File: src/rtl/timer_ctrl.sv
// Programmable timer: TIMA counts falling edges of the selected divider tap,
// with a delayed TMA reload and a one-cycle interrupt pulse on overflow.
module timer_ctrl #(
    parameter int OVF_DELAY = 4
) (
    input  logic       clk,
    input  logic       nreset,
    input  logic       tap_4096,
    input  logic       tap_262144,
    input  logic       tap_65536,
    input  logic       tap_16384,
    input  logic       sel_tima,
    input  logic       sel_tma,
    input  logic       sel_tac,
    input  logic       cpu_wr,
    input  logic       cpu_rd,
    input  logic [7:0] din,
    output logic [7:0] dout,
    output logic       irq_timer
);
    typedef enum logic [1:0] {IDLE, OVF, RELOAD} state_t;

    localparam logic [3:0] CNT_LAST = 4'(OVF_DELAY - 1);

    state_t     state_q;
    logic [7:0] tima_q, tma_q;
    logic [2:0] tac_q;
    logic       sig_d_q, irq_q;
    logic [3:0] cnt_q;

    logic       tap_sel, sig, inc;
    logic       wr_tima, wr_tma, wr_tac;

    always_comb begin
        tap_sel = 1'b0;
        case (tac_q[1:0])
            2'b00: tap_sel = tap_4096;
            2'b01: tap_sel = tap_262144;
            2'b10: tap_sel = tap_65536;
            2'b11: tap_sel = tap_16384;
            default: tap_sel = 1'b0;
        endcase
    end

    // Falling-edge detect on the gated tap; TAC changes can produce an edge too.
    assign sig     = tap_sel & tac_q[2];
    assign inc     = sig_d_q & ~sig;
    assign wr_tima = cpu_wr & sel_tima;
    assign wr_tma  = cpu_wr & sel_tma;
    assign wr_tac  = cpu_wr & sel_tac;

    always_ff @(posedge clk or negedge nreset) begin
        if (!nreset) begin
            state_q <= IDLE;
            tima_q  <= 8'h00;
            tma_q   <= 8'h00;
            tac_q   <= 3'b000;
            sig_d_q <= 1'b0;
            irq_q   <= 1'b0;
            cnt_q   <= 4'd0;
        end else begin
            sig_d_q <= sig;
            irq_q   <= 1'b0;
            if (wr_tma) tma_q <= din;
            if (wr_tac) tac_q <= din[2:0];
            case (state_q)
                IDLE: begin
                    if (wr_tima) begin
                        tima_q <= din;
                    end else if (inc) begin
                        if (tima_q == 8'hFF) begin
                            tima_q  <= 8'h00;
                            state_q <= OVF;
                            cnt_q   <= 4'd0;
                        end else begin
                            tima_q <= tima_q + 8'd1;
                        end
                    end
                end
                OVF: begin
                    if (wr_tima) begin
                        tima_q  <= din;
                        state_q <= IDLE;
                        cnt_q   <= 4'd0;
                    end else if (cnt_q == CNT_LAST) begin
                        tima_q  <= tma_q;
                        state_q <= RELOAD;
                        irq_q   <= 1'b1;
                        cnt_q   <= 4'd0;
                    end else begin
                        cnt_q <= cnt_q + 4'd1;
                        if (inc) tima_q <= tima_q + 8'd1;
                    end
                end
                RELOAD: begin
                    // TIMA writes are dropped here; a TMA write lands in both.
                    state_q <= IDLE;
                    if (wr_tma) tima_q <= din;
                end
                default: state_q <= IDLE;
            endcase
        end
    end

    always_comb begin
        dout = 8'hFF;
        if (cpu_rd) begin
            if (sel_tima)     dout = tima_q;
            else if (sel_tma) dout = tma_q;
            else if (sel_tac) dout = {5'b11111, tac_q};
        end
    end

    assign irq_timer = irq_q;

endmodule

File: config.mk
export PLATFORM = sky130hd
export DESIGN_NAME = timer_ctrl
export DESIGN_NICKNAME = d
export VERILOG_FILES = /design/src/rtl/timer_ctrl.sv
export SDC_FILE = /design/constraint.sdc
export NUM_CORES = 1
export LEC_CHECK = 0
export BUFFER_PORTS_ARGS = -buffer_cell sky130_fd_sc_hd__buf_2
export CORE_AREA = 2 2 65 67
export CTS_CLUSTER_SIZE = 16
export DETAILED_ROUTE_END_ITERATION = 12
export DIE_AREA = 0 0 67 69
export HOLD_SLACK_MARGIN = 0.1
export PLACE_DENSITY = 0.78
export SYNTH_ARGS = -nofsm -noshare
export SYNTH_HDL_FRONTEND = slang
export SYNTH_SLANG_ARGS = --single-unit
File: constraint.sdc
create_clock -name clk -period 2.04 [get_ports clk]
set_input_delay 0.408 -clock clk [delete_from_list [all_inputs] [get_ports clk]]
set_output_delay 0.408 -clock clk [all_outputs]
set_load 0.02 [all_outputs]
==> impl_metrics.py, run 1 <==
metrics = {
    "run_status": {
        "outcome": "finished, final reports clean",
    },
    "cts": {
        "clock-sinks": 27,
        "cts_buffer_depth": 2,
        "clk_latency_ps": 280,
        "clk_pin_slew_worst_paths_ps": 100,
        "ctsRootBufferMaster": "clkbuf_8",
        "cts_tree": "done",
        "cts_buffers": 3,
        "htree_levels": 1,
        "holdBufCountCts": 0,
    },
    "floorplanning": {
        "die_w_um": 67,
        "io_pins": 28,
        "die_area_um2": 4623,
        "die_h_um": 69,
        "start_util": 0.4936,
        "fp.coreArea_um2": 3914,
        "rows": 23,
    },
    "grt": {
        "grt_max_degree": 28,
        "grt_antenna_before_repair": 0,
        "overflow": 0,
        "gr-usage-all-layers": 0.2457,
        "grt_pass1_wl_um": 8811,
        "grt_pass1_vias": 1813,
    },
    "synthesis": {
        "synth-seq-cells": 27,
        "ys_types": 59,
        "yosys.cell_count.top_type": "dfrtp_1",
        "synthCells": 215,
        "ys_seq_area_frac": 0.3497,
        "yosys.area.top_type": "dfrtp_1",
        "synth_top_cells_by_count": "dfrtp_1 (27), nand2_1 (26), a21oi_1 (16), nor2_1 (15), o21ai_0 (13)",
        "synth_fp_nets": 240,
        "synth_edf_count": 0,
        "synth.avg_cell_area_um2": 8.985,
        "ys.flop_type": "dfrtp_1",
        "synthArstFlopShare": 1.000,
        "yosysWarnings": 0,
        "synth_top_area_share": 0.3497,
        "ys_top_cells_by_area": "dfrtp_1 (35%), mux2_2 (7.0%), nand2_1 (5.1%)",
        "netlist_area_um2": 1932,
    },
    "drt": {
        "drt_pre_antenna_iters": 5,
        "wl_per_cell_um": 16.72,
        "antenna_left": 0,
        "routed_via_density": 6.145,
        "num_vias": 1911,
        "drtIter0Drc": 130,
        "post-route-drc-count": 0,
        "routed_wl_um": 5199,
    },
    "hold_path": {
        "hold_path.class": "input pin to async pin",
    },
    "layout": {
        "drive_above_1_share": 0.3333,
        "fillCellCount": 354,
        "antenna_cells": 0,
        "final_cell_area_um2": 2355,
        "postLayoutCoreUtil": 0.6017,
        "seq_area_um2": 675.6,
        "fin_cells": 311,
        "synthToLayoutAreaGrowth_pct": 21.89,
        "multi_input_area_um2": 1186,
        "nNetsFinal": 287,
    },
    "power": {
        "cellLeakagePower_nw": 1.020,
        "power_mw": 2.023,
        "p_per_area_nw_per_um2": 858.9,
        "max-vdd-ir-drop_mv": 0.4840,
    },
    "worst_setup_path": {
        "cp-start-kind": "flop",
        "r2r_cells": 6,
        "worstPathMaxFanout": 12,
        "r2r-start": "cnt_q[1]",
        "worstReg2RegEnd": "tima_q[5]",
        "crit_path_end_kind": "flop",
        "critPathKind": "flop to flop",
        "critPathRequiredTime_ps": 2180,
        "r2r_slack_ps": 80,
        "arrival_ps": 2100,
    },
    "sta": {
        "finalHoldViolCount": 0,
        "fmax_mhz": 510.2,
        "post-route-period-util": 0.9609,
        "layout_min_cycle_time_ps": 1960,
        "setup_viol": 0,
        "drv_slew": 0,
        "clock_skew_ps": 6.866,
        "setup_ws_ps": 79.79,
        "worstMarginPinSlew_ps": 616.5,
        "relSlewSlack": 0.5890,
    },
    "place": {
        "placed_cells": 304,
        "io_buffers": 27,
        "place_hpwl_um": 3814,
        "postPlaceCellArea_um2": 2237,
        "dp_slack_ps": -94.28,
        "gp_congestion": 0.8904,
    },
    "job": {
        "drv_cap": 0,
    },
}
-- registers in the layout (all words and copies together) (netlist names) --
| name | cells |
|---|---|
| state_q | 2 |
| irq_timer | 1 |
| tima_q | 8 |
| sig_d_q | 1 |
| cnt_q | 4 |
| tma_q | 8 |
| tac_q | 3 |
-- worst max-delay path: stages, from the launching register on --
cell and delay [ps]:
dfrtp_1 430, ha_4 170, or3b_2 460, buf_4 200, o311a_1 330, o311ai_0 90, a41oi_1 150
-- per-stage QoR --
step | TNS (ps) | hold slack [ps]
6_report | 0 | 125.2
5_1_grt | -9.330 | 160.0
4_1_cts | 0 | 141.6
3_5_place_dp | -133.4 | 455.0
3_3_place_gp | 0 | 455.7
2_1_floorplan | 0 | 112.4
-- layout by cell type, fill, tap and decap left out, drive strengths merged, types with 6 or more instances in the layout --
master / instances
nand3: 10
a21oi: 16
buf: 54
dfrtp: 27
nor2: 15
mux2: 12
inv: 9
o21ai: 13
ha: 6
nand2: 27
a31oi: 6
o211ai: 9
-- cell type report --
cell class	instances	area share
inverter	9	0.01435
timing repair buffer	54	0.1488
multi-input combinational	167	0.5037
tap	50	0.02657
sequential	27	0.2869
clock inverter	1	0.002125
clock buffer	3	0.01753
-- cell families after synthesis --
group,after synthesis,synth area share
XOR/XNOR,4,0.01814
AND/OR/NAND/NOR,73,0.1950
buffers and inverters,21,0.05505
AO/OA/AOI/OAI,70,0.2565
flip-flops,27,0.3497
multiplexers,14,0.08679
adder cells (fa/ha/maj),6,0.03886
-- power by group --
part           leakage [nW]  total, mW  internal (mW)  switching, mW
logic                 0.663      0.888          0.422          0.466
clock network        0.0255      0.315          0.137          0.178
registers             0.332      0.819          0.646          0.173
total                  1.02       2.02           1.21          0.817
-- metal layers --
layer	routed length (um)	global-route usage
met1	2275	0.3371
met2	2560	0.3883
met3	249	0.02447
met4	113	0.1043
met5	0	0
-- what timing repair did --
item                                    CTS  global route
pin swaps                                 1             2
gates cloned                              0             0
resized for setup                         0             7
endpoints found under the setup margin    5             9
buffers inserted                          2             1
hold endpoints to repair                  0             0
-- worst max path at each step --
stage                from   endpoint  slack, ps  depth (start not counted)
5_1_grt          cnt_q[1]  tima_q[5]         -9                          6
3_5_place_dp   state_q[0]  tima_q[7]        -90                          7
4_1_cts        state_q[0]  tima_q[6]         20                          8
3_3_place_gp   state_q[1]  tima_q[7]         30                          6
2_1_floorplan  state_q[0]  tima_q[4]        110                          9
6_report         cnt_q[1]  tima_q[5]         80                          6
(Power assumes the default switching activity.)
==> inputs of run 2 (changes only) <==
Settings changed: CELL_PAD_IN_SITES_DETAIL_PLACEMENT set to 0, CELL_PAD_IN_SITES_GLOBAL_PLACEMENT set to 1, CORE_AREA 2 2 65 67 to 2 2 74 76, DIE_AREA 0 0 67 69 to 0 0 76 78, PLACE_DENSITY 0.78 to 0.79, SLEW_MARGIN set to 20.
==> run 2 against run 1 <==
Net effect:
- count of clock-buffer cells in the layout unchanged
- combinational power up 3.2%
- total power up 0.75%
- sequential share of layout area shrank 0.36 points
- clock power about the same
- critical path depth rose by 1
- wire length grew 3.1%
- critical endpoint is now tima_q[1]
- register-to-register slack improved by 20 ps
==> impl_metrics.py, run 2 (same netlist as run 1, synthesis figures left out) <==
metrics = {
    "sta": {
        "clock_skew_ps": 4.524,
        "rsz0062_at_grt": "no",
        "relSlewSlack": 0.5912,
        "fmax_mhz": 516.7,
        "post-route-period-util": 0.9488,
        "finalHoldViolCount": 0,
        "layout_min_cycle_time_ps": 1935,
        "setup_ws_ps": 104.5,
        "setup_viol": 0,
        "drv_slew": 0,
        "worstMarginPinSlew_ps": 613.2,
    },
    "drt": {
        "routed_via_density": 5.443,
        "routed_wl_um": 5361,
        "post-route-drc-count": 0,
        "drt_pre_antenna_iters": 4,
        "num_vias": 1818,
        "wl_per_cell_um": 16.05,
        "drtIter0Drc": 141,
        "antenna_left": 0,
    },
    "layout": {
        "multi_input_area_um2": 1169,
        "antenna_cells": 0,
        "layout_common_cells": "buf_4 (29), dfrtp_1 (27), buf_2 (27)",
        "fillCellCount": 495,
        "nNetsFinal": 290,
        "synthToLayoutAreaGrowth_pct": 23.45,
        "layout_commonest_cell": "buf_4",
        "fin_cells": 334,
        "final_cell_area_um2": 2385,
        "seq_area_um2": 675.6,
        "largestRegisters": "tima_q x8, tma_q x8, cnt_q x4",
        "drive_above_1_share": 0.3409,
    },
    "worst_setup_path": {
        "r2r-start": "cnt_q[1]",
        "crit_path_end_kind": "flop",
        "r2r_slack_ps": 100,
        "worstPathMaxFanout": 4,
        "cp-start-kind": "flop",
        "arrival_ps": 2100,
        "critPathKind": "flop to flop",
        "critPathRequiredTime_ps": 2200,
        "crit_start": "cnt_q[1]",
    },
    "floorplanning": {
        "die_w_um": 76,
        "rows": 26,
        "die_area_um2": 5928,
        "fp.coreArea_um2": 5042,
        "start_util": 0.3831,
        "io_pins": 28,
        "die_h_um": 78,
    },
    "cts": {
        "cts_tree": "done",
        "ctsRootBufferMaster": "clkbuf_8",
        "clk_latency_ps": 280,
        "clk_pin_slew_worst_paths_ps": 100,
        "holdBufCountCts": 0,
        "clock-sinks": 27,
        "cts_buffers": 3,
        "cts_buffer_depth": 2,
        "htree_levels": 1,
    },
    "place": {
        "postPlaceCellArea_um2": 2292,
        "dp_slack_ps": -19.78,
        "gp_congestion": 0.8218,
        "placed_cells": 328,
        "io_buffers": 27,
        "place_hpwl_um": 4024,
    },
    "power": {
        "cellLeakagePower_nw": 1.041,
        "p_per_area_nw_per_um2": 854.4,
        "max-vdd-ir-drop_mv": 0.3737,
    },
    "grt": {
        "gr-usage-all-layers": 0.1896,
        "grt_pass1_wl_um": 8949,
        "grt_antenna_before_repair": 0,
        "overflow": 0,
        "grt_max_degree": 28,
        "grt_pass1_vias": 1748,
    },
    "job": {
        "drv_cap": 0,
    },
    "hold_path": {
        "hold_path.class": "input pin to async pin",
    },
    "run_status": {
        "outcome": "finished, final reports clean",
    },
}
==> run 2: through the flow <==
step / total power [mW] / hold slack, ps / setup TNS [ps] / util
floorplan: 1.399 / 112.4 / 0 / -
global placement: 1.688 / 452.4 / 0 / 0.4546
detailed placement: 1.696 / 458.4 / -19.78 / 0.4546
CTS: 2.042 / 150.4 / 0 / 0.4692
global route: 2.205 / 187.0 / 0 / 0.4730
finish: 2.038 / 131.4 / 0 / 0.4730
==> run 2: routing by layer <==
layer / routed length, um / up-vias / GRT usage
met5: 0 / - / 0
met4: 38 / 0 / 0.03273
met3: 215 / 5 / 0.01977
met2: 2575 / 43 / 0.3188
met1: 2531 / 867 / 0.2688
li1: - / 903 / -
==> run 2: where the power goes <==
group          internal (mW)  switching (mW)  total (mW)
Sequential             0.646           0.160       0.806
Clock                  0.137           0.178       0.316
Combinational          0.442           0.474       0.916
==> run 2: worst max-delay path, stage by stage (launching register included) <==
cell       delay [ps]
dfrtp_1           380
ha_2              200
nor3b_2           200
buf_4             170
mux2_2            320
a32oi_1           210
a2bb2oi_1         220
a21oi_1           110
==> run 2: layout make-up <==
| type | count | area share |
|---|---|---|
| clock inverter | 1 | 0.002099 |
| clock buffer | 3 | 0.01731 |
| tap | 70 | 0.03673 |
| inverter | 9 | 0.01417 |
| multi-input combinational | 167 | 0.4900 |
| timing repair buffer | 57 | 0.1563 |
| sequential | 27 | 0.2833 |
==> run 2: repair_timing <==
action	in CTS	in global routing
hold endpoints to repair	0	0
endpoints found under the setup margin	1	8
gates resized for setup	0	6
setup buffers	2	0
pin swaps	1	2
gates cloned	0	0
==> run 2: worst paths after layout <==
kind,endpoint,cells after the start
worst max-delay path,tima_q[1],7
worst min-delay path,tac_q[0],1
worst max register to register,tima_q[1],7
worst min register to register,cnt_q[1],2
max in group asynchronous,tima_q[0],1
min in group clk,tma_q[7],2
